<file path="src/rtl/mem_bank_if.sv">
// mem_bank_if: write-back and read-port bundle for mem_bank.
//   master: drives dataWB_enable/dataWB_data and rd_en/rd_addr; receives rd_data, rd_valid, mem_ready.
//   slave : the memory side of the same signals.
// dataWB_data packing: [WB_W-1 -: ADDR_W] address, [DATA_W-1:0] data, PAD_W unused bits between.
interface mem_bank_if #(
    parameter int unsigned DATA_W = 16,
    parameter int unsigned ADDR_W = 3,
    parameter int unsigned PAD_W  = 3,
    parameter int unsigned NUM_RD = 2
);
    localparam int unsigned WB_W = ADDR_W + PAD_W + DATA_W;

    logic                       dataWB_enable;
    logic [WB_W-1:0]            dataWB_data;
    logic [NUM_RD-1:0]          rd_en;
    logic [NUM_RD*ADDR_W-1:0]   rd_addr;
    logic [NUM_RD*DATA_W-1:0]   rd_data;
    logic [NUM_RD-1:0]          rd_valid;
    logic                       mem_ready;

    modport master (
        output dataWB_enable, dataWB_data, rd_en, rd_addr,
        input  rd_data, rd_valid, mem_ready
    );

    modport slave (
        input  dataWB_enable, dataWB_data, rd_en, rd_addr,
        output rd_data, rd_valid, mem_ready
    );
endinterface

</file>
<file path="src/rtl/mem_bank.sv">
// mem_bank: DEPTH = 2^ADDR_W words of DATA_W bits with one packed write-back port and
// NUM_RD independent registered read ports. After every reset a clear sweep zeroes one
// word per cycle; mem_ready rises once the sweep is done and accesses are accepted.
// Ports:
//   clock   - single clock, rising edge
//   reset_n - asynchronous active-low reset
//   bus     - mem_bank_if.slave (write-back bus, read ports, mem_ready)
// Build option:
//   MEM_BYPASS_EN - when defined, a read hitting the address being written in the same
//                   cycle returns the new write data; otherwise it returns the old contents.
module mem_bank #(
    parameter int unsigned DATA_W = 16,
    parameter int unsigned ADDR_W = 3,
    parameter int unsigned PAD_W  = 3,
    parameter int unsigned NUM_RD = 2
) (
    input  logic        clock,
    input  logic        reset_n,
    mem_bank_if.slave   bus
);
    localparam int unsigned DEPTH = 1 << ADDR_W;
    localparam int unsigned WB_W  = ADDR_W + PAD_W + DATA_W;

    typedef enum logic {CLEAR, RUN} state_t;

    state_t                     state;
    logic [ADDR_W-1:0]          clr_cnt;
    logic                       ready_q;
    logic [NUM_RD-1:0]          valid_q;
    logic [NUM_RD*DATA_W-1:0]   data_q;

    logic [DATA_W-1:0]          mem [DEPTH];

    logic [ADDR_W-1:0]          wb_addr_c;
    logic [DATA_W-1:0]          wb_word_c;
    logic                       wr_en_c;
    logic [DATA_W-1:0]          rd_word_c [NUM_RD];
    logic                       unused_pad_c;

    // Write-back bus field decode; pad bits carry nothing.
    assign wb_addr_c    = bus.dataWB_data[WB_W-1 -: ADDR_W];
    assign wb_word_c    = bus.dataWB_data[DATA_W-1:0];
    assign unused_pad_c = ^bus.dataWB_data[DATA_W +: PAD_W];
    assign wr_en_c      = (state == RUN) && bus.dataWB_enable;

    // Array storage: the clear sweep owns the write port until RUN.
    always_ff @(posedge clock) begin
        if (state == CLEAR) begin
            mem[clr_cnt] <= '0;
        end else if (wr_en_c) begin
            mem[wb_addr_c] <= wb_word_c;
        end
    end

    // Per-port read word, with optional same-cycle write forwarding.
    always_comb begin
        for (int unsigned p = 0; p < NUM_RD; p++) begin
            rd_word_c[p] = mem[bus.rd_addr[p*ADDR_W +: ADDR_W]];
`ifdef MEM_BYPASS_EN
            if (wr_en_c && (bus.rd_addr[p*ADDR_W +: ADDR_W] == wb_addr_c)) begin
                rd_word_c[p] = wb_word_c;
            end
`endif
        end
    end

    // Sweep/run FSM with registered read outputs.
    always_ff @(posedge clock or negedge reset_n) begin
        if (!reset_n) begin
            state   <= CLEAR;
            clr_cnt <= '0;
            ready_q <= 1'b0;
            valid_q <= '0;
            data_q  <= '0;
        end else begin
            case (state)
                CLEAR: begin
                    valid_q <= '0;
                    clr_cnt <= clr_cnt + ADDR_W'(1);
                    if (clr_cnt == ADDR_W'(DEPTH - 1)) begin
                        state   <= RUN;
                        ready_q <= 1'b1;
                    end
                end
                RUN: begin
                    for (int unsigned p = 0; p < NUM_RD; p++) begin
                        valid_q[p] <= bus.rd_en[p];
                        if (bus.rd_en[p]) begin
                            data_q[p*DATA_W +: DATA_W] <= rd_word_c[p];
                        end
                    end
                end
                default: state <= CLEAR;
            endcase
        end
    end

    assign bus.mem_ready = ready_q;
    assign bus.rd_valid  = valid_q;
    assign bus.rd_data   = data_q;
endmodule

</file>
<file path="src/flat_wrapper.sv">
// flat-port wrapper written by rule: the top's interface ports become plain ports
module mem_bank_flat 
#(
    parameter int unsigned DATA_W = 16,
    parameter int unsigned ADDR_W = 3,
    parameter int unsigned PAD_W  = 3,
    parameter int unsigned NUM_RD = 2
)
  (clock, reset_n, bus_dataWB_enable, bus_dataWB_data, bus_rd_en, bus_rd_addr, bus_rd_data, bus_rd_valid, bus_mem_ready);
  mem_bank_if #(.DATA_W(DATA_W), .ADDR_W(ADDR_W), .PAD_W(PAD_W), .NUM_RD(NUM_RD)) bus_i ();
  input  logic clock;
  input  logic reset_n;
  input wire logic [$bits(bus_i.dataWB_enable)-1:0] bus_dataWB_enable;
  input wire logic [$bits(bus_i.dataWB_data)-1:0] bus_dataWB_data;
  input wire logic [$bits(bus_i.rd_en)-1:0] bus_rd_en;
  input wire logic [$bits(bus_i.rd_addr)-1:0] bus_rd_addr;
  output wire logic [$bits(bus_i.rd_data)-1:0] bus_rd_data;
  output wire logic [$bits(bus_i.rd_valid)-1:0] bus_rd_valid;
  output wire logic [$bits(bus_i.mem_ready)-1:0] bus_mem_ready;
  assign bus_i.dataWB_enable = bus_dataWB_enable;
  assign bus_i.dataWB_data = bus_dataWB_data;
  assign bus_i.rd_en = bus_rd_en;
  assign bus_i.rd_addr = bus_rd_addr;
  assign bus_rd_data = bus_i.rd_data;
  assign bus_rd_valid = bus_i.rd_valid;
  assign bus_mem_ready = bus_i.mem_ready;
  mem_bank #(.DATA_W(DATA_W), .ADDR_W(ADDR_W), .PAD_W(PAD_W), .NUM_RD(NUM_RD)) u_core (.clock(clock), .reset_n(reset_n), .bus(bus_i));
endmodule
</file>
<file path="config.mk">
export PLATFORM = sky130hd
export DESIGN_NAME = mem_bank_flat
export DESIGN_NICKNAME = d
export VERILOG_FILES = /design/src/rtl/mem_bank_if.sv /design/src/rtl/mem_bank.sv /design/src/flat_wrapper.sv
export SDC_FILE = /design/constraint.sdc
export NUM_CORES = 1
export LEC_CHECK = 0
export BUFFER_PORTS_ARGS = -buffer_cell sky130_fd_sc_hd__buf_2
export CAP_MARGIN = 20
export CORE_UTILIZATION = 54
export DETAILED_ROUTE_END_ITERATION = 10
export GPL_TIMING_DRIVEN = 0
export PLACE_DENSITY = 0.78
export SYNTH_ARGS = -nofsm -noshare
export SYNTH_HDL_FRONTEND = slang
export SYNTH_SLANG_ARGS = --single-unit
export TNS_END_PERCENT = 30
</file>
<file path="constraint.sdc">
create_clock -name clock -period 1.84 [get_ports clock]
set_input_delay 0.368 -clock clock [delete_from_list [all_inputs] [get_ports clock]]
set_output_delay 0.368 -clock clock [all_outputs]
set_load 0.02 [all_outputs]
</file>
======== Word-level counts from Yosys, hierarchy flattened ========
Memories as Yosys holds them, arrays and structs flattened. A register that Yosys moved wholly into a read port is not among the register bits.
Index checks and enable logic that the tools add are counted.
storage, ports and cells
  register bits after elaboration ......... 7
  latch bits .............................. 0
  memory bits (writable) .................. 128
  bits in read-only memories .............. 0
  bits of input ports ..................... 33
  output and inout port bits .............. 35
  word-level logic and storage cells ...... 25
  memories ................................ 1
memory list
  memory      words  width  read ports  clocked after Yosys merged registers in  write ports  RTL line        RTL
  u_core.mem  8      16     2           2                                        1            mem_bank.sv:32  logic [DATA_W-1:0] mem [DEPTH];
cells by class
  add/sub/neg operators ................... 1
  multipliers ............................. 0
  divide/modulo/power cells ............... 0
  $lt $le $gt $ge ......................... 0
  eq/ne operators ......................... 1
  shifts and indexed selects .............. 0
  mux-type cells .......................... 10
  bitwise operators ....................... 1
  reductions and logical operators ........ 7
operators with widths
  operator             count
  $mux 16              1
  $reduce_or 16->1     1
  $mux 1               7
  $reduce_and 2->1     3
  $pmux 2 s2           1
  $add 3x1->3 const B  1
  $eq 3x3->1 const B   1
  $mux 3               1
  $logic_not 1->1      2
  $logic_and 1x1->1    1
  $not 1->1            1

======== Depth between registers and ports, before layout ========
Gate-level depths: netlist of the first run.
  depth after elaboration ................. 6
  mapped depth ............................ 5
  gate-level depth less buffers ........... 3

======== Worst setup path before layout of the first run ========
No wires, ideal clock.
  path kind ............................... input -> register
  from .................................... in bus_dataWB_enable
  to ...................................... mem u_core.mem[2][0] (enable)
  setup time .............................. 0.388 ns
  data arrival time ....................... 1.579 ns
  data required time ...................... 1.452 ns
  path slack .............................. -0.127 ns
  cell stages on the path ................. 4
  buffers on the path ..................... 1
  cell sequence ........................... clkbuf_1 -> nor2b_1 -> a32oi_1 -> nor2_1
between the ends
  word-level cells in the longest chain between the ends .. 6
  elaborated cells on any way between the ends .. 7
  those cells by class .................... 5 x mux; 2 x reduce/logical
RTL lines
  item                                                      RTL line            RTL
  start: declaration                                        flat_wrapper.sv:13  input wire logic [$bits(bus_i.dataWB_enable)-1:0] bus_dataWB_enable;
  $logic_and 1x1->1 (*)                                     mem_bank.sv:44      assign wr_en_c = (state == RUN) && bus.dataWB_enable;
  $mux 1 (*)                                                mem_bank.sv:50      end else if (wr_en_c) begin
  $mux 1 (*)                                                mem_bank.sv:48      if (state == CLEAR) begin
  $mux 1 (not written as such) (*)                          mem_bank.sv:51      mem[wb_addr_c] <= wb_word_c;
  $reduce_or 16->1 (no source line)                         --
  $mux 3 (no source line) / $mux 1 (equally long branches)  --
  end: declaration                                          mem_bank.sv:32
Every way passes the cells marked *; elsewhere a longest branch is shown, timed or not.

======== Final worst setup path of the first run ========
  from .................................... reg u_core.state
  to ...................................... mem u_core.mem[6][13] (enable)
between the ends
  word-level cells in the longest chain between the ends .. 6
  elaborated cells on any way between the ends .. 8
  those cells by class .................... 6 x mux; 2 x reduce/logical
RTL lines
  item                                                      RTL line        RTL
  start: declaration                                        mem_bank.sv:26  state_t state;
  start signal: assignment                                  mem_bank.sv:70  state <= CLEAR;
  start signal: assignment                                  mem_bank.sv:81  state <= RUN;
  start signal: assignment                                  mem_bank.sv:93  default: state <= CLEAR;
  $logic_and 1x1->1                                         mem_bank.sv:44
  $mux 1                                                    mem_bank.sv:50
  $mux 1                                                    mem_bank.sv:48
  $mux 1 (not written as such)                              mem_bank.sv:51
  $reduce_or 16->1 (no source line)                         --
  $mux 3 (no source line) / $mux 1 (equally long branches)  --
Several ways; a longest one is shown, not always the timed one.

==> results of run 1 <==
placed cells by master, fill, tap and decap left out, types with 6 or more instances in the layout:
cell       instances
o31ai_2           25
nor2_4             8
o22ai_1           32
a22o_1            32
edfxtp_1         128
buf_12            12
buf_2             67
nand2_1           37
and3_1            16
o31ai_1            7
buf_6              9
dfrtp_1           39
clkbuf_16         17
mux2_2            67
mux2i_1           64
clkbuf_1          14
buf_8              6
power by group:
group	internal, W	total, W	switching [W]
clock	0.00212	0.00354	0.00142
sequential	0.00418	0.00424	0.0000571
combinational	0.000389	0.00101	0.000619
sequential cells by signal, indices dropped and copies added, names as in the netlist:
signal and cells:
u_core.bus.mem_ready 1, u_core.mem 128, u_core.bus.rd_data 32, u_core.clr_cnt 3
u_core.state 1, u_core.bus.rd_valid 2
worst max-delay path: cells and delay by family (launching register included):
kind / cells / cell delay (ns)
simple gates: 2 / 0.38
compound gates: 1 / 0.12
buf+inv: 3 / 0.59
flops: 1 / 0.40
repair_timing:
action | CTS | global route
gates resized for setup | 7 | 9
setup endpoints to repair | 89 | 82
buffers inserted | 4 | 3
pin swaps | 2 | 4
hold endpoints to repair | 0 | 0
hold buffers | 0 | 0
final timing paths:
check                                   endpoint  slack [ns]  depth (start not counted)
max                            u_core.mem[6][13]        0.05                          6
min                        u_core.bus.rd_data[6]        0.11                          1
max reg2reg                    u_core.mem[6][13]        0.05                          6
min reg2reg                 u_core.bus.mem_ready        0.46                          1
max in group asynchronous  u_core.bus.rd_data[1]        1.11                          1
min in group clock         u_core.bus.rd_data[0]        0.42                          3
layer usage:
| layer | vias up | wire length [um] | track usage [%] |
|---|---|---|---|
| met5 | - | 0 | 0 |
| met4 | 0 | 645 | 15.4 |
| met3 | 47 | 1660 | 6.23 |
| met2 | 270 | 10600 | 48.7 |
| met1 | 2635 | 8110 | 35.0 |
| li1 | 2222 | - | - |
cell families after synthesis:
logic type | share of synthesized area, %
buffers and inverters | 4.03
adders and majority gates | 0.321
DFF | 61.8
AOI/OAI and AO/OA | 11.3
muxes | 18.0
and+or+nand+nor | 4.43
xor gates and xnor gates | 0.112
through the flow:
stage | setup WS, ns | std cells | power (W) | area [um2]
after CTS | -0.142 | 802 | 0.00877 | 9150
after floorplan | -0.127 | 517 | 0.00492 | 7800
after global placement | -1.18 | 759 | 0.00524 | 8340
after detailed placement | -0.550 | 766 | 0.00528 | 8450
after global routing | -0.0212 | 805 | 0.00899 | 9240
final | 0.0491 | 805 | 0.00879 | 9240
layout make-up:
class / count / area [um2] / share of cell area (%)
sequential: 167 / 4820 / 52.1
clock buffer: 19 / 433 / 4.68
tap: 180 / 225 / 2.44
multi-input combinational: 310 / 2740 / 29.7
inverter: 3 / 11.3 / 0.122
timing repair buffer: 76 / 548 / 5.93
buffer: 37 / 307 / 3.32
clock inverter: 13 / 155 / 1.68
==> reports/metrics.yaml, run 1 <==
timing:
  fin_crit_ns: 1.79
  period_share_pct: 97.3
  setup_viol: 0
  drv_slew: 0
  whs_ns: 0.106
  worst_slew_pin_slew_ns: 1.00
  max_freq_mhz: 558
  tns_ns: 0
  relSlewSlack_pct: 33.3
  fin_skew_ns: 0.0144
  hold_viol: 0
yosys:
  synth-async-reset-ratio_pct: 23.4
  synth_area_leaders: "edfxtp_1, dfrtp_1, mux2_2, mux2i_1, o31ai_2"
  syn_inst: 517
  syn_area_mm2: 0.00780
  ys_types: 31
  yosys.area.top_type_share_pct: 49.3
  yosys_most_used_dff: "edfxtp_1"
  synth_warnings: 0
  synth_edf_count: 128
  synth_common_cells: "edfxtp_1, mux2_2, mux2i_1, dfrtp_1, nand2_1"
  ys_ff_latch: 167
  synth_fp_nets: 552
  yosysSeqAreaShare_pct: 61.8
  yosysTopAreaCell: "edfxtp_1"
  yosysMostFrequentCell: "edfxtp_1"
  synth_area_per_cell_um2: 15.1
global_routing:
  grt.overflow.total: 0
  antenna_found_initial: 0
  grt_pass1_vias: 5186
  grt_pass1_wl_um: 29900
  grt_max_degree: 40
  grt_usage_pct: 29.0
route:
  drtIter0Drc: 461
  antenna_left: 0
  routedWlPerCell_um: 26.1
  wl_um: 21000
  via_per_inst: 6.43
  drc: 0
  via_count: 5174
  drtPass1Iterations: 5
critical_path:
  worst_path_max_delay_cell: "dfrtp_1"
  critical_path_class: "flop to flop"
  cpPeakStageDelay_ns: 0.40
  cp_max_fo: 10
  required_ns: 1.98
  crit_chain: "buf_4, clkbuf_2, nor2_2, a32oi_2, nor2_4, buf_8"
  crit_start: "u_core.state"
  cp-end-kind: "flop"
  r2r-start: "u_core.state"
  worstPathArrival_ns: 1.93
  start_kind: "flop"
clock_tree:
  insertion_delay_ns: 0.44
  cts_num_sinks: 167
  cts_tree: "built"
  clock_path_buffers: 2
  cts_root_buf: "clkbuf_16"
  path_clk_slew_ns: 0.07
  cts_htree_levels: 4
  numCtsBuffers: 17
floorplan:
  row_count: 43
  ios: 68
  die_w_um: 122
  core_area_mm2: 0.0140
  dieArea_mm2: 0.0149
  initial_core_util_pct: 55.7
  die_height_um: 122
power:
  cellLeakagePower_nw: 3.77
  power_density_mw_per_mm2: 951
  max-vdd-ir-drop_uv: 850
flow_run:
  cap_violations: 0
cells_and_area:
  fin_nets: 647
  insertedDiodeCount: 0
  drive_gt1_share_pct: 37.6
  fin_util_pct: 66.1
  area_delta_synth_final_pct: 18.5
  nFillCells: 992
placement:
  io_buffers: 62
  routabilityCongestion: 0.822
  hpwl_um: 13500
outcome:
  status: "complete, no violations"
worst_hold_path:
  min_path_type: "input port to async pin"
Note: power is estimated with default switching activity, not from simulation.
==> run 2, diff against run 1 <==
- CORE_UTILIZATION: 54 -> 56
- CTS_BUF_LIST: not set -> sky130_fd_sc_hd__clkbuf_4
- PLACE_DENSITY: 0.78 -> 0.81
==> run 2 against run 1 <==
  * Wire length shrank 3.5%
  * Core utilization grew 0.089 points
  * Sequential share of layout area grew 2.2 points
  * Critical path depth shrank 1
  * Non-clock buffer count is the same
  * Worst setup slack lost 0.043 ns
  * Critical endpoint is now u_core.bus.rd_data[17]
==> reports/metrics.yaml, run 2 (same netlist as run 1, synthesis figures left out) <==
cells_and_area:
  layoutNonFillerInstCount: 802  # -0.37%
  largest_reg_flops: 128  # unchanged
  regMostFlops: "u_core.mem"
  layout_common_cells: "edfxtp_1, mux2_2, buf_2"
  regArea_mm2: 0.00482  # unchanged
  area_delta_synth_final_pct: 13.7
  layout_commonest_cell: "edfxtp_1"
  nFillCells: 932  # -6.0%
  fin_nets: 647  # unchanged
  drive_gt1_share_pct: 37.1  # -0.48 points
  multiInputGateArea_mm2: 0.00274  # -0.23%
global_routing:
  grt_max_degree: 40  # unchanged
  grtUsageMet1_pct: 36.5  # +1.5 points
  gr-usage-met2_pct: 48.4  # -0.31 points
  grt.overflow.total: 0  # unchanged
  top_usage_layer: "met2"
  grt_pass1_vias: 5251  # +1.3%
  antenna_found_initial: 0  # unchanged
  grt_pass1_wl_um: 30200  # +1.3%
  met3_usage_pct: 7.22  # +1.0 points
  grt_usage_pct: 29.7  # +0.65 points
route:
  antenna_left: 0  # unchanged
  drc: 0  # unchanged
  drtIter0Drc: 462  # +0.22%
  via_per_inst: 6.37  # -0.87%
  wl_um: 20300  # -3.5%
  via_count: 5110  # -1.2%
  routedWlPerCell_um: 25.3  # -3.1%
  drtPass1Iterations: 5  # unchanged
timing:
  hold_viol: 0  # unchanged
  fin_crit_ns: 1.83  # +0.0426 ns
  rsz0062_at_grt: "true"
  drv_slew: 0  # unchanged
  fin_skew_ns: 0.0186  # +0.00415 ns
  layout_setup_ws_ns: 0.00650  # -0.0426 ns
  relSlewSlack_pct: 30.1  # -3.2 points
  max_freq_mhz: 545  # -2.3%
  setup_viol: 0  # unchanged
  period_share_pct: 99.6  # +2.3 points
  worst_slew_pin_slew_ns: 1.05  # +0.0481 ns
  tns_ns: 0  # unchanged
floorplan:
  initial_core_util_pct: 58.2  # +2.4 points
  core_area_mm2: 0.0134  # -4.2%
  ios: 68  # unchanged
  row_count: 42  # -2.3%
  dieArea_mm2: 0.0144  # -3.5%
  die_height_um: 120  # -1.8%
  die_w_um: 120  # -1.8%
clock_tree:
  cts_num_sinks: 167  # unchanged
  path_clk_slew_ns: 0.12  # +0.05 ns
  cts_root_buf: "clkbuf_4"
  cts_tree: "built"
  numCtsBuffers: 17  # unchanged
  cts_htree_levels: 4  # unchanged
  insertion_delay_ns: 0.56  # +0.12 ns
  clock_path_buffers: 2  # unchanged
critical_path:
  cp_max_fo: 10  # unchanged
  worstPathArrival_ns: 2.31  # +0.38 ns
  cp-end-kind: "flop"
  r2r-start: "u_core.state"
  required_ns: 2.31  # +0.33 ns
  crit_start: "u_core.state"
  critical_path_class: "flop to flop"
  reg2reg_depth: 5  # -1
  start_kind: "flop"
  rrSetupSlack_ns: 0.006  # -0.04 ns
power:
  seqPwrFrac_pct: 58.5  # +10 points
  p_int_w: 0.00538  # -20%
  p_comb_share_pct: 13.7  # +2.2 points
  max-vdd-ir-drop_uv: 477  # -44%
  p_sw_w: 0.00185  # -12%
  totalPowerFinal_w: 0.00724  # -18%
  cellLeakagePower_nw: 3.62  # -4.1%
  switching_share_pct: 25.6  # +1.8 points
  p_clk_share_pct: 27.8  # -12 points
  power_density_mw_per_mm2: 816  # -14%
worst_hold_path:
  hold_path.startpoint: "bus_rd_en[0]"
  min_path_type: "input port to flop"
  hold_path_depth: 3
placement:
  io_buffers: 62  # unchanged
  placedCellCount: 762  # -0.52%
  routabilityCongestion: 0.830  # +0.86%
  place_ws_ns: -0.452  # +0.0973 ns
  hpwl_um: 13500  # -0.16%
flow_run:
  cap_violations: 0  # unchanged
outcome:
  status: "complete, no violations"
## run 2: changes by cell type in the layout (fill, tap and decap cells not counted), moves of 2 or more
| cell | previous run | this run |
|---|---|---|
| clkbuf_4 | 0 | 20 |
| clkbuf_16 | 17 | 0 |
| buf_12 | 12 | 8 |
| buf_4 | 3 | 6 |
| buf_6 | 9 | 7 |
| buf_8 | 6 | 8 |
| clkinv_1 | 1 | 3 |
| clkinv_4 | 2 | 0 |
## run 2: final timing paths
check / end
min in group asynchronous: u_core.bus.rd_data[11]
max: u_core.bus.rd_data[17]
max in group asynchronous: u_core.bus.rd_data[22]
min: u_core.bus.rd_data[15]
min reg2reg: u_core.bus.rd_data[7]
max reg2reg: u_core.bus.rd_data[17]
## run 2: what timing repair did
action | CTS | global route
setup buffers | 3 | 3
hold buffers | 1 | 0
resized for setup | 6 | 7
setup endpoints to repair | 85 | 112
pin swaps | 1 | 4
hold endpoints to repair | 38 | 0
cloned | 0 | 0
## run 2: routing by layer
| metal | vias up | part of all wire [%] |
|---|---|---|
| met5 | - | 0 |
| met4 | 0 | 3.8 |
| met3 | 61 | 8.9 |
| met2 | 275 | 50 |
| met1 | 2561 | 37 |
| li1 | 2213 | - |
## run 2: final cells by class
| type | count | area share [%] |
|---|---|---|
| Tap cell | 176 | 2.48 |
| Clock inverter | 12 | 1.26 |
| Multi-Input combinational cell | 310 | 30.9 |
| Timing Repair Buffer | 76 | 5.73 |
| Clock buffer | 20 | 1.69 |
| Buffer | 37 | 3.44 |
| Inverter | 3 | 0.127 |
| Sequential cell | 167 | 54.4 |
| Antenna cell | 1 | 0.0282 |
## run 2: worst max-delay path: stages (launching register included)
cell      delay, ns
dfrtp_1        0.41
buf_4          0.17
nand2_1        0.30
clkbuf_1       0.61
nand2_1        0.16
o31ai_2        0.09
## run 2: power by group through the flow
stage | clock [W] | sequential [W] | combinational (W)
finish | 0.00201 | 0.00423 | 0.000993
detailed placement | 0 | 0.00431 | 0.000963
CTS | 0.00201 | 0.00423 | 0.000976
floorplan | 0 | 0.00441 | 0.000511
global placement | 0 | 0.00431 | 0.000930
global route | 0.00216 | 0.00424 | 0.00105
## run 2: per-stage QoR
| stage | cell area, um2 | util (%) | hold WS, ns |
|---|---|---|---|
| 4_1_cts | 8790 | 65.6 | 0.198 |
| 6_report | 8870 | 66.2 | 0.225 |
| 3_3_place_gp | 8330 | 62.2 | 0.438 |
| 2_1_floorplan | 7800 | - | 0.0724 |
| 3_5_place_dp | 8450 | 63.1 | 0.468 |
| 5_1_grt | 8860 | 66.1 | 0.271 |
==> run 3, diff against run 2 <==
- ABC_AREA: not set -> 1
- CORE_UTILIZATION: 56 -> 36
- PLACE_DENSITY: 0.81 -> 0.56
==> run 3 against run 2 <==
  * First-iteration DRC count rose by 95%
  * Via count rose by 39%
  * Critical path type unchanged
  * Total power rose by 5.0%
==> reports/metrics.yaml, run 3 <==
yosys:
  yosys_most_used_dff: "edfxtp_1"
  syn_area_mm2: 0.00835  # +7.1%
  synth_common_cells: "nand2_1, nand3_1, inv_1, edfxtp_1, dfrtp_1"
  synth-async-reset-ratio_pct: 23.4  # unchanged
  synth_area_leaders: "edfxtp_1, nand2_1, nand3_1, dfrtp_1, inv_1"
  synth_warnings: 0  # unchanged
  synth_area_per_cell_um2: 8.64  # -43%
  syn_inst: 967  # +87%
  yosys.area.top_type_share_pct: 46.0  # -3.3 points
  yosysTopAreaCell: "edfxtp_1"
  yosysMostFrequentCell: "nand2_1"
  synth_fp_nets: 1002  # +82%
  yosysSeqAreaShare_pct: 57.7  # -4.1 points
  ys_types: 21  # -32%
  synth_edf_count: 128  # unchanged
  ys_ff_latch: 167  # unchanged
placement:
  hpwl_um: 18800  # +39%
  placedCellCount: 1320  # +73%
  io_buffers: 60  # -3.2%
  routabilityCongestion: 0.874  # +5.4%
  placed_cell_area_mm2: 0.00916  # +8.4%
critical_path:
  critical_path_class: "flop to flop"
  required_ns: 2.15  # -0.16 ns
  worstPathArrival_ns: 2.15  # -0.16 ns
  r2r-start: "u_core.state"
  rrSetupSlack_ns: 0.005  # about the same
  crit_start: "u_core.state"
  crit_path_end: "u_core.mem[6][4]"
  reg2reg_depth: 9  # +4
  start_kind: "flop"
  timing.rr.end: "u_core.mem[6][4]"
  cp-end-kind: "flop"
  cp_max_fo: 10  # unchanged
worst_hold_path:
  min_path_type: "input port to flop"
cells_and_area:
  layout_commonest_cell: "nand2_1"
  layout_common_cells: "nand2_1, nand3_1, inv_1"
  fin_area_mm2: 0.00969  # +9.3%
  layoutNonFillerInstCount: 1364  # +70%
  largest_reg_flops: 128  # unchanged
  drive_gt1_share_pct: 17.3  # -20 points
  regMostFlops: "u_core.mem"
  fin_nets: 1101  # +70%
  area_delta_synth_final_pct: 16.0
timing:
  max_freq_mhz: 545  # about the same
  rsz0062_at_grt: "true"
  hold_viol: 0  # unchanged
  fin_crit_ns: 1.83  # +0.00132 ns
  drv_slew: 0  # unchanged
  fin_skew_ns: 0.0237  # +0.00514 ns
  relSlewSlack_pct: 47.0  # +17 points
  worst_slew_pin_slew_ns: 0.794  # -0.254 ns
  period_share_pct: 99.7  # about the same
  setup_viol: 0  # unchanged
  tns_ns: 0  # unchanged
global_routing:
  grt_pass1_wl_um: 40400  # +33%
  grt.overflow.total: 0  # unchanged
  grt_usage_pct: 23.7  # -5.9 points
  grt_pass1_vias: 6637  # +26%
  grt_max_degree: 40  # unchanged
  antenna_found_initial: 1  # +1
route:
  drc: 0  # unchanged
  drtIter0Drc: 903  # +95%
  antenna_left: 0  # unchanged
  wl_um: 28000  # +38%
  via_count: 7097  # +39%
  via_per_inst: 5.20  # -18%
  drtPass1Iterations: 6  # +1
  routedWlPerCell_um: 20.5  # -19%
floorplan:
  row_count: 55  # +31%
  dieArea_mm2: 0.0238  # +65%
  die_w_um: 154  # +29%
  die_height_um: 154  # +29%
  initial_core_util_pct: 36.8  # -21 points
  ios: 68  # unchanged
  core_area_mm2: 0.0227  # +69%
clock_tree:
  numCtsBuffers: 17  # unchanged
  cts_htree_levels: 4  # unchanged
  cts_tree: "built"
  clock_path_buffers: 2  # unchanged
  cts_num_sinks: 167  # unchanged
  cts_root_buf: "clkbuf_4"
  insertion_delay_ns: 0.60  # +0.04 ns
  path_clk_slew_ns: 0.15  # +0.03 ns
power:
  cellLeakagePower_nw: 4.64  # +28%
  max-vdd-ir-drop_uv: 315  # -34%
  power_density_mw_per_mm2: 784  # -3.9%
  totalPowerFinal_w: 0.00760  # +5.0%
outcome:
  status: "complete, no violations"
flow_run:
  cap_violations: 0  # unchanged
run 3: worst min path at each step:
stage,startpoint,to,slack (ns),cells past startpoint
after global routing,bus_rd_en[0],u_core.bus.rd_data[0],0.12,4
after global placement,u_core.bus.mem_ready,u_core.bus.mem_ready,0.45,1
after CTS,bus_rd_en[0],u_core.bus.rd_data[0],0.11,4
final,bus_rd_en[0],u_core.bus.rd_data[0],0.11,4
after floorplan,reset_n,u_core.bus.mem_ready,0.07,0
after detailed placement,u_core.bus.mem_ready,u_core.bus.mem_ready,0.45,1
run 3: per-layer routing:
metal	vias up	share of wire, %	routed length, um	global-route usage (%)
met3	64	9.0	2520	4.57
met4	0	2.9	802	9.48
met5	-	0	0	0
met2	392	46	12900	38.3
met1	3353	42	11700	31.4
li1	3288	-	-	-
run 3: final cells by class:
type	instances	area, um2
well taps	285	357
plain buffers	53	379
diodes	1	2.50
inverters	157	589
repair buffers	80	631
fillers	2269	13000
clock inverters	13	131
flip-flops and latches	167	4820
clock buffers	18	135
multi-input cells	590	2650
run 3: timing repair:
item                                    CTS  global route
gates resized for setup                  17             1
pin swaps                                 6             3
buffers inserted                          8             2
hold buffers                              1             0
endpoints found under the setup margin  128            60
endpoints found under the hold margin    39             0
run 3: worst max-delay path: stages (launching register included):
cell     delay (ns)
dfrtp_1        0.36
buf_6          0.14
nand2_4        0.07
buf_12         0.15
nand2_2        0.06
o21ai_2        0.07
inv_2          0.09
nand2_4        0.07
nor2_4         0.32
buf_12         0.20
run 3: cell families (layout without fill, tap and decap cells):
logic type               count (synthesis)  count (layout)  share of synthesized area, %
adder cells (fa/ha/maj)                  2               2                         0.300
buffers and inverters                  210             321                          11.5
flip-flops                             167             167                          57.7
AO/OA/AOI/OAI                            7               7                         0.674
XOR/XNOR                                 1               1                         0.105
other                                    0               1                             0
AND/OR/NAND/NOR                        580             580                          29.7
run 3: through the flow:
stage                     hold WS [ns]  worst slack [ns]  util (%)
after floorplan                 0.0724            -0.172         -
after global placement           0.447             -1.25      39.7
after detailed placement         0.452            -0.569      40.3
after CTS                        0.105           -0.0687      42.3
after global routing             0.125           -0.0608      42.7
final                            0.109           0.00518      42.7
run 3: power breakdown:
part	leakage, nW	switching [W]	internal [W]
Sequential	1.78	0.0000451	0.00419
Clock	0.140	0.00136	0.000805
Combinational	2.72	0.000831	0.000370
Total	4.64	0.00223	0.00536
